**config.mk**
```make
export PLATFORM = sky130hd
export DESIGN_NAME = ysyx_24080006_ifu
export DESIGN_NICKNAME = d
export VERILOG_FILES = /design/src/rtl/ysyx_24080006_ifu.sv
export SDC_FILE = /design/constraint.sdc
export NUM_CORES = 1
export LEC_CHECK = 0
export CORE_UTILIZATION = 60
export CTS_BUF_LIST = sky130_fd_sc_hd__clkbuf_8
export DETAILED_ROUTE_END_ITERATION = 12
export GPL_ROUTABILITY_DRIVEN = 1
export GPL_TIMING_DRIVEN = 1
export PLACE_DENSITY = 0.89
export RECOVER_POWER = 25
export SETUP_SLACK_MARGIN = 0.2
export SLEW_MARGIN = 20
export SYNTH_ARGS = -nofsm -noshare
export SYNTH_HDL_FRONTEND = slang
export SYNTH_SLANG_ARGS = --single-unit
export TNS_END_PERCENT = 50
```
**constraint.sdc**
```tcl
create_clock -name clock -period 5.1 [get_ports clock]
set_input_delay 0.51 -clock clock [delete_from_list [all_inputs] [get_ports clock]]
set_output_delay 0.51 -clock clock [all_outputs]
set_load 0.1 [all_outputs]
```
**src/rtl/ysyx_24080006_ifu.sv**
```systemverilog
// Instruction fetch unit: fetch PC, 2-deep outstanding-request tag queue and 2-entry {inst, pc} FIFO.
// Define YSYX_24080006_IFU_MISALIGN_EN to turn misaligned redirects into a single flagged NOP entry.
module ysyx_24080006_ifu #(
  parameter logic [31:0] RESET_PC = 32'h8000_0000
) (
  input  logic        clock,
  input  logic        rst_n,
  input  logic        redirect_valid,
  input  logic [31:0] redirect_pc,
  output logic        imem_req_valid,
  input  logic        imem_req_ready,
  output logic [31:0] imem_req_addr,
  input  logic        imem_rsp_valid,
  input  logic [31:0] imem_rsp_data,
  output logic        inst_valid,
  input  logic        inst_ready,
  output logic [31:0] inst,
  output logic [31:0] inst_pc,
  output logic        inst_misalign
);

  localparam int unsigned XLEN = 32;
  localparam int unsigned CW   = 2;
  localparam logic [XLEN-1:0] NOP_INST = 32'h0000_0013;

  logic [XLEN-1:0] pc;
  logic [XLEN-1:0] tag0;
  logic [XLEN-1:0] tag1;
  logic [CW-1:0]   out_cnt;
  logic [CW-1:0]   drop_cnt;
  logic [CW-1:0]   fifo_cnt;
  logic [XLEN-1:0] head_inst;
  logic [XLEN-1:0] head_pc;
  logic [XLEN-1:0] tail_inst;
  logic [XLEN-1:0] tail_pc;

  logic            req_fire_c;
  logic            rsp_take_c;
  logic            rsp_drop_c;
  logic            rsp_push_c;
  logic            pop_c;
  logic            push_c;
  logic            mis_push_c;
  logic            halt_c;
  logic [XLEN-1:0] tgt_c;
  logic [XLEN-1:0] push_inst_c;
  logic [XLEN-1:0] push_pc_c;
  logic [CW-1:0]   fifo_wr_idx_c;
  logic [CW-1:0]   tag_wr_idx_c;

`ifdef YSYX_24080006_IFU_MISALIGN_EN
  logic halted;
  logic mis_pend;
  logic head_mis;
  logic tail_mis;

  assign tgt_c      = redirect_pc;
  assign halt_c     = halted;
  assign mis_push_c = mis_pend & ~redirect_valid;

  // A misaligned target parks fetch; the flagged entry is pushed the cycle after the flush.
  always_ff @(posedge clock or negedge rst_n) begin
    if (!rst_n) begin
      halted   <= 1'b0;
      mis_pend <= 1'b0;
    end else if (redirect_valid) begin
      halted   <= (redirect_pc[1:0] != 2'b00);
      mis_pend <= (redirect_pc[1:0] != 2'b00);
    end else begin
      mis_pend <= 1'b0;
    end
  end

  always_ff @(posedge clock or negedge rst_n) begin
    if (!rst_n) begin
      head_mis <= 1'b0;
      tail_mis <= 1'b0;
    end else if (redirect_valid) begin
      head_mis <= 1'b0;
    end else begin
      if (pop_c) head_mis <= tail_mis;
      if (push_c) begin
        if (fifo_wr_idx_c == '0) head_mis <= mis_push_c;
        else                     tail_mis <= mis_push_c;
      end
    end
  end

  assign inst_misalign = head_mis;
`else
  assign tgt_c         = redirect_pc & 32'hFFFF_FFFC;
  assign halt_c        = 1'b0;
  assign mis_push_c    = 1'b0;
  assign inst_misalign = 1'b0;
`endif

  // Dropped requests still occupy a slot, so one response always has FIFO room.
  assign imem_req_valid = rst_n & ~redirect_valid & ~halt_c &
                          ((3'(out_cnt) + 3'(fifo_cnt)) < 3'd2);
  assign imem_req_addr  = pc;
  assign req_fire_c     = imem_req_valid & imem_req_ready;

  assign rsp_take_c    = imem_rsp_valid & (out_cnt != '0);
  assign rsp_drop_c    = rsp_take_c & (redirect_valid | (drop_cnt != '0));
  assign rsp_push_c    = rsp_take_c & ~rsp_drop_c;
  assign pop_c         = inst_valid & inst_ready & ~redirect_valid;
  assign push_c        = rsp_push_c | mis_push_c;
  assign push_inst_c   = mis_push_c ? NOP_INST : imem_rsp_data;
  assign push_pc_c     = mis_push_c ? pc : tag0;
  assign fifo_wr_idx_c = fifo_cnt - CW'(pop_c);
  assign tag_wr_idx_c  = out_cnt - CW'(rsp_take_c);

  assign inst_valid = (fifo_cnt != '0);
  assign inst       = head_inst;
  assign inst_pc    = head_pc;

  // Fetch PC
  always_ff @(posedge clock or negedge rst_n) begin
    if (!rst_n) begin
      pc <= RESET_PC;
    end else if (redirect_valid) begin
      pc <= tgt_c;
    end else if (req_fire_c) begin
      pc <= pc + 32'd4;
    end
  end

  // In-order tag queue; everything in flight at a redirect becomes a drop.
  always_ff @(posedge clock or negedge rst_n) begin
    if (!rst_n) begin
      out_cnt  <= '0;
      drop_cnt <= '0;
      tag0     <= '0;
      tag1     <= '0;
    end else begin
      out_cnt <= out_cnt + CW'(req_fire_c) - CW'(rsp_take_c);
      if (redirect_valid) begin
        drop_cnt <= tag_wr_idx_c;
      end else if (rsp_drop_c) begin
        drop_cnt <= drop_cnt - CW'(1);
      end
      if (rsp_take_c) tag0 <= tag1;
      if (req_fire_c) begin
        if (tag_wr_idx_c == '0) tag0 <= pc;
        else                    tag1 <= pc;
      end
    end
  end

  // Instruction FIFO, head at entry 0
  always_ff @(posedge clock or negedge rst_n) begin
    if (!rst_n) begin
      fifo_cnt  <= '0;
      head_inst <= '0;
      head_pc   <= '0;
      tail_inst <= '0;
      tail_pc   <= '0;
    end else if (redirect_valid) begin
      fifo_cnt <= '0;
    end else begin
      fifo_cnt <= fifo_cnt + CW'(push_c) - CW'(pop_c);
      if (pop_c) begin
        head_inst <= tail_inst;
        head_pc   <= tail_pc;
      end
      if (push_c) begin
        if (fifo_wr_idx_c == '0) begin
          head_inst <= push_inst_c;
          head_pc   <= push_pc_c;
        end else begin
          tail_inst <= push_inst_c;
          tail_pc   <= push_pc_c;
        end
      end
    end
  end

endmodule

```
==> impl_results.md <==
- Sequential-to-total area share from yosys stat: 55.9%
- Status: complete, but fails checks
- Multi-input gate area: 4080 um^2
- Core Area: 16500 um^2
- Row count: 47
- Critical path arrival: a little under 4 ns
- H-tree depth: 2
- Gp weighted congestion: around 0.86
- First-pass GRT wire length: 39800 um
- Finished Cell Area: roughly 13000 um^2
- Worst r2r src: fifo_cnt[0]$_DFF_PN0_
- FF+latch area: 5660 um^2
- Total GRT Usage: 28.6%
- Hold Crit Class: in2async
- CTS buffer count: 37
- Syn avg cell area: 11.6 um^2
- Die W: 132 um
- EDFF count, synth: 0
- Layout Nets: ~1100
- Cts repair resizes: 0
- Vias in the first global route: around 7700
- Max Cap Viol: 1
- Clock skew: 0.0272 ns
- Clk sinks: approximately 230
- Initial antenna violation count: 0
- Synth unique cells: 57
- IO Pins: 169
- Diode count: 0
- Period Utilization, post-route: between 60% and 70%
- Min cycle time layout: 3.48 ns
- Max-slew violation count: 76
- Die height: 132 um
- Mapped Cells: 871
- Yosys warning count: 0
- Max_slew headroom: -18.2%
- Number of synthesized register bits: 226
- Worst Tran Pin Value: around 1.8 ns
- Register-to-Register Path Depth: 10
- Failing checks: max-capacitance violations, max-slew violations
- Reg clk slew, reported paths: 0.06 ns
- DP Area: 11900 um^2
- RSZ-0062 raised after global routing: false
- Final setup vio count: 0
- Antenna-violating nets left: 0
- Insertion delay to the later sink of the worst-skew pair: 0.53 ns
- Type of the worst setup path: reg2reg
- CP required: 5.53 ns
- CTS tree: done
- Routed vias/inst: 6.20
- Top FF cell, synth: dfrtp_1
- DR iter-0 viols: roughly 600
- Final-report hold violation count: 0
- Max clock buf depth: 3
- Startpoint Class: flop
- Die area: 17400 um^2
- VDD IR max: 0.364 mV
- Cell Pwr Density: 630 nW/um^2
- Fraction of layout cells with a size suffix above 1: between 10% and 20%
- Placement Setup Slack: ~1.3 ns
- Starting Density: 61.2%
- Drt wl/cell: 19.2 um
- Area Growth Syn to Fin: 25.2%
- Cell Area, Synth: 10100 um^2
- Element type at the critical path end: flop
- Total gr overflow: 0
- CTS Root Cell: clkbuf_8
- I/O Buffers: 163
- Filler cell count: 1049
- Hpwl dp: 15700 um
- Remaining DRCs: 0
- Maximum number of pins on one net before global-route repair: 76
- Vias post-DR: 7866
- Final WL: 24300 um
- Crit path max fanout: 18
- Length of the first detailed-routing pass in iterations: 5
- Ys async rst share: 100%
- R2R setup slack: 1.62 ns
- Reg2Reg Capture Point: out_cnt[1]$_DFF_PN0_
- Setup slack after layout: 1.62 ns
- Fmax: 0.288 GHz
- Final setup TNS: 0 ns
- Pleak: 5.95 nW
## power breakdown
part	total, mW	switching, mW	internal [mW]
sequential	2.81	0.429	2.38
clock	1.60	0.680	0.918
combinational	3.56	2.53	1.03
total	7.97	3.64	4.33
## worst max-delay path by stage
stage,startpoint,end,slack (ns),cells past startpoint
floorplan,fifo_cnt[0]$_DFF_PN0_,out_cnt[1]$_DFF_PN0_,2.21,12
global placement,redirect_valid,tail_inst[10]$_DFFE_PN0P_,1.34,7
detailed placement,redirect_valid,tail_pc[15]$_DFFE_PN0P_,1.33,7
CTS,fifo_cnt[0]$_DFF_PN0_,out_cnt[1]$_DFF_PN0_,1.67,10
global route,fifo_cnt[0]$_DFF_PN0_,out_cnt[1]$_DFF_PN0_,1.51,10
finish,fifo_cnt[0]$_DFF_PN0_,out_cnt[1]$_DFF_PN0_,1.62,10
## cell usage in the layout (no fill, tap or decap), types with 4 or more instances in the layout
cell,instances
mux2_2,96
nand3_1,19
clkbuf_8,50
nor4_1,8
o21ai_0,19
o311ai_0,9
or4_1,6
dfrtp_1,225
nand2_1,92
xnor2_1,5
nand4_1,14
inv_1,29
nor2_1,42
a21o_1,6
a31oi_1,32
nor3_1,7
a221o_1,68
clkdlybuf4s50_1,161
ha_1,7
mux2i_1,10
buf_4,17
and3_1,67
a21oi_1,4
## routing by layer
| layer | vias up | track usage (%) | wire (um) |
|---|---|---|---|
| met5 | - | 0 | 0 |
| met4 | 0 | 10.9 | 616 |
| met3 | 59 | 5.23 | 1860 |
| met2 | 395 | 45.1 | 11500 |
| met1 | 3868 | 39.8 | 10400 |
| li1 | 3544 | - | - |
## through the flow
step | instances | power, mW | util (%) | hold slack (ns)
2_1_floorplan | 873 | 5.43 | - | 0.214
3_5_place_dp | 1205 | 6.37 | 71.9 | 0.374
6_report | 1269 | 7.97 | 76.6 | 0.415
5_1_grt | 1269 | 8.29 | 76.6 | 0.420
4_1_cts | 1269 | 8.00 | 76.6 | 0.402
3_3_place_gp | 1205 | 6.26 | 71.9 | 0.373
## critical path: stages (launching register included)
cell     delay, ns
dfrtp_1       0.43
and2_1        0.19
fa_1          0.42
or4b_1        0.78
nor2_4        0.44
inv_2         0.24
ha_1          0.34
inv_1         0.04
ha_1          0.18
xnor2_1       0.18
xnor2_1       0.14
## logic make-up after synthesis
family	share of synthesized area [%]
simple gates	14.1
flops	55.9
compound gates	12.5
mux	11.8
buf+inv	4.03
fa+ha+maj	1.06
xor+xnor	0.520
other cells	0.0371
## layout make-up
type / count / area share, %
Clock buffer: 50 / 5.44
Clock inverter: 13 / 0.633
Inverter: 21 / 0.722
Multi-Input combinational cell: 557 / 32.2
Sequential cell: 226 / 44.7
Tap cell: 220 / 2.17
Timing Repair Buffer: 182 / 14.1
## cell usage after synthesis (all sizes together) (2+ instances only)
library cell	count	area, um^2
a31o	2	17.5
a21oi	4	20.0
and4	3	26.3
xnor2	5	43.8
nor2	44	175
ha	7	87.6
mux2	97	1090
a21o	7	52.6
and2	3	18.8
dfrtp	225	5630
nor3	8	40.0
o211ai	3	22.5
a31oi	32	200
inv	20	75.1
and3	67	419
a22oi	2	15.0
nor4	11	81.3
nor2b	2	12.5
o311ai	10	87.6
clkbuf	41	154
buf	28	163
nor3b	2	15.0
mux2i	10	100
nand3	19	95.1
nand4	15	109
or4	6	45.0
o21ai	20	100
a221o	68	681
nand2	92	345
## sequential cells by signal, summed over array words and instances (netlist names)
register       count
imem_req_addr     30
tag1              30
fifo_cnt           2
out_cnt            2
inst_pc           32
push_pc_c         32
tail_pc           32
inst              32
drop_cnt           2
tail_inst         32
## repair_timing
item / 4_1_cts / 5_1_grt
endpoints found under the hold margin: 27 / 0
hold buffers: 1 / 0
buffers inserted: 0 / 0
Note: power is estimated with default switching activity, not from simulation.
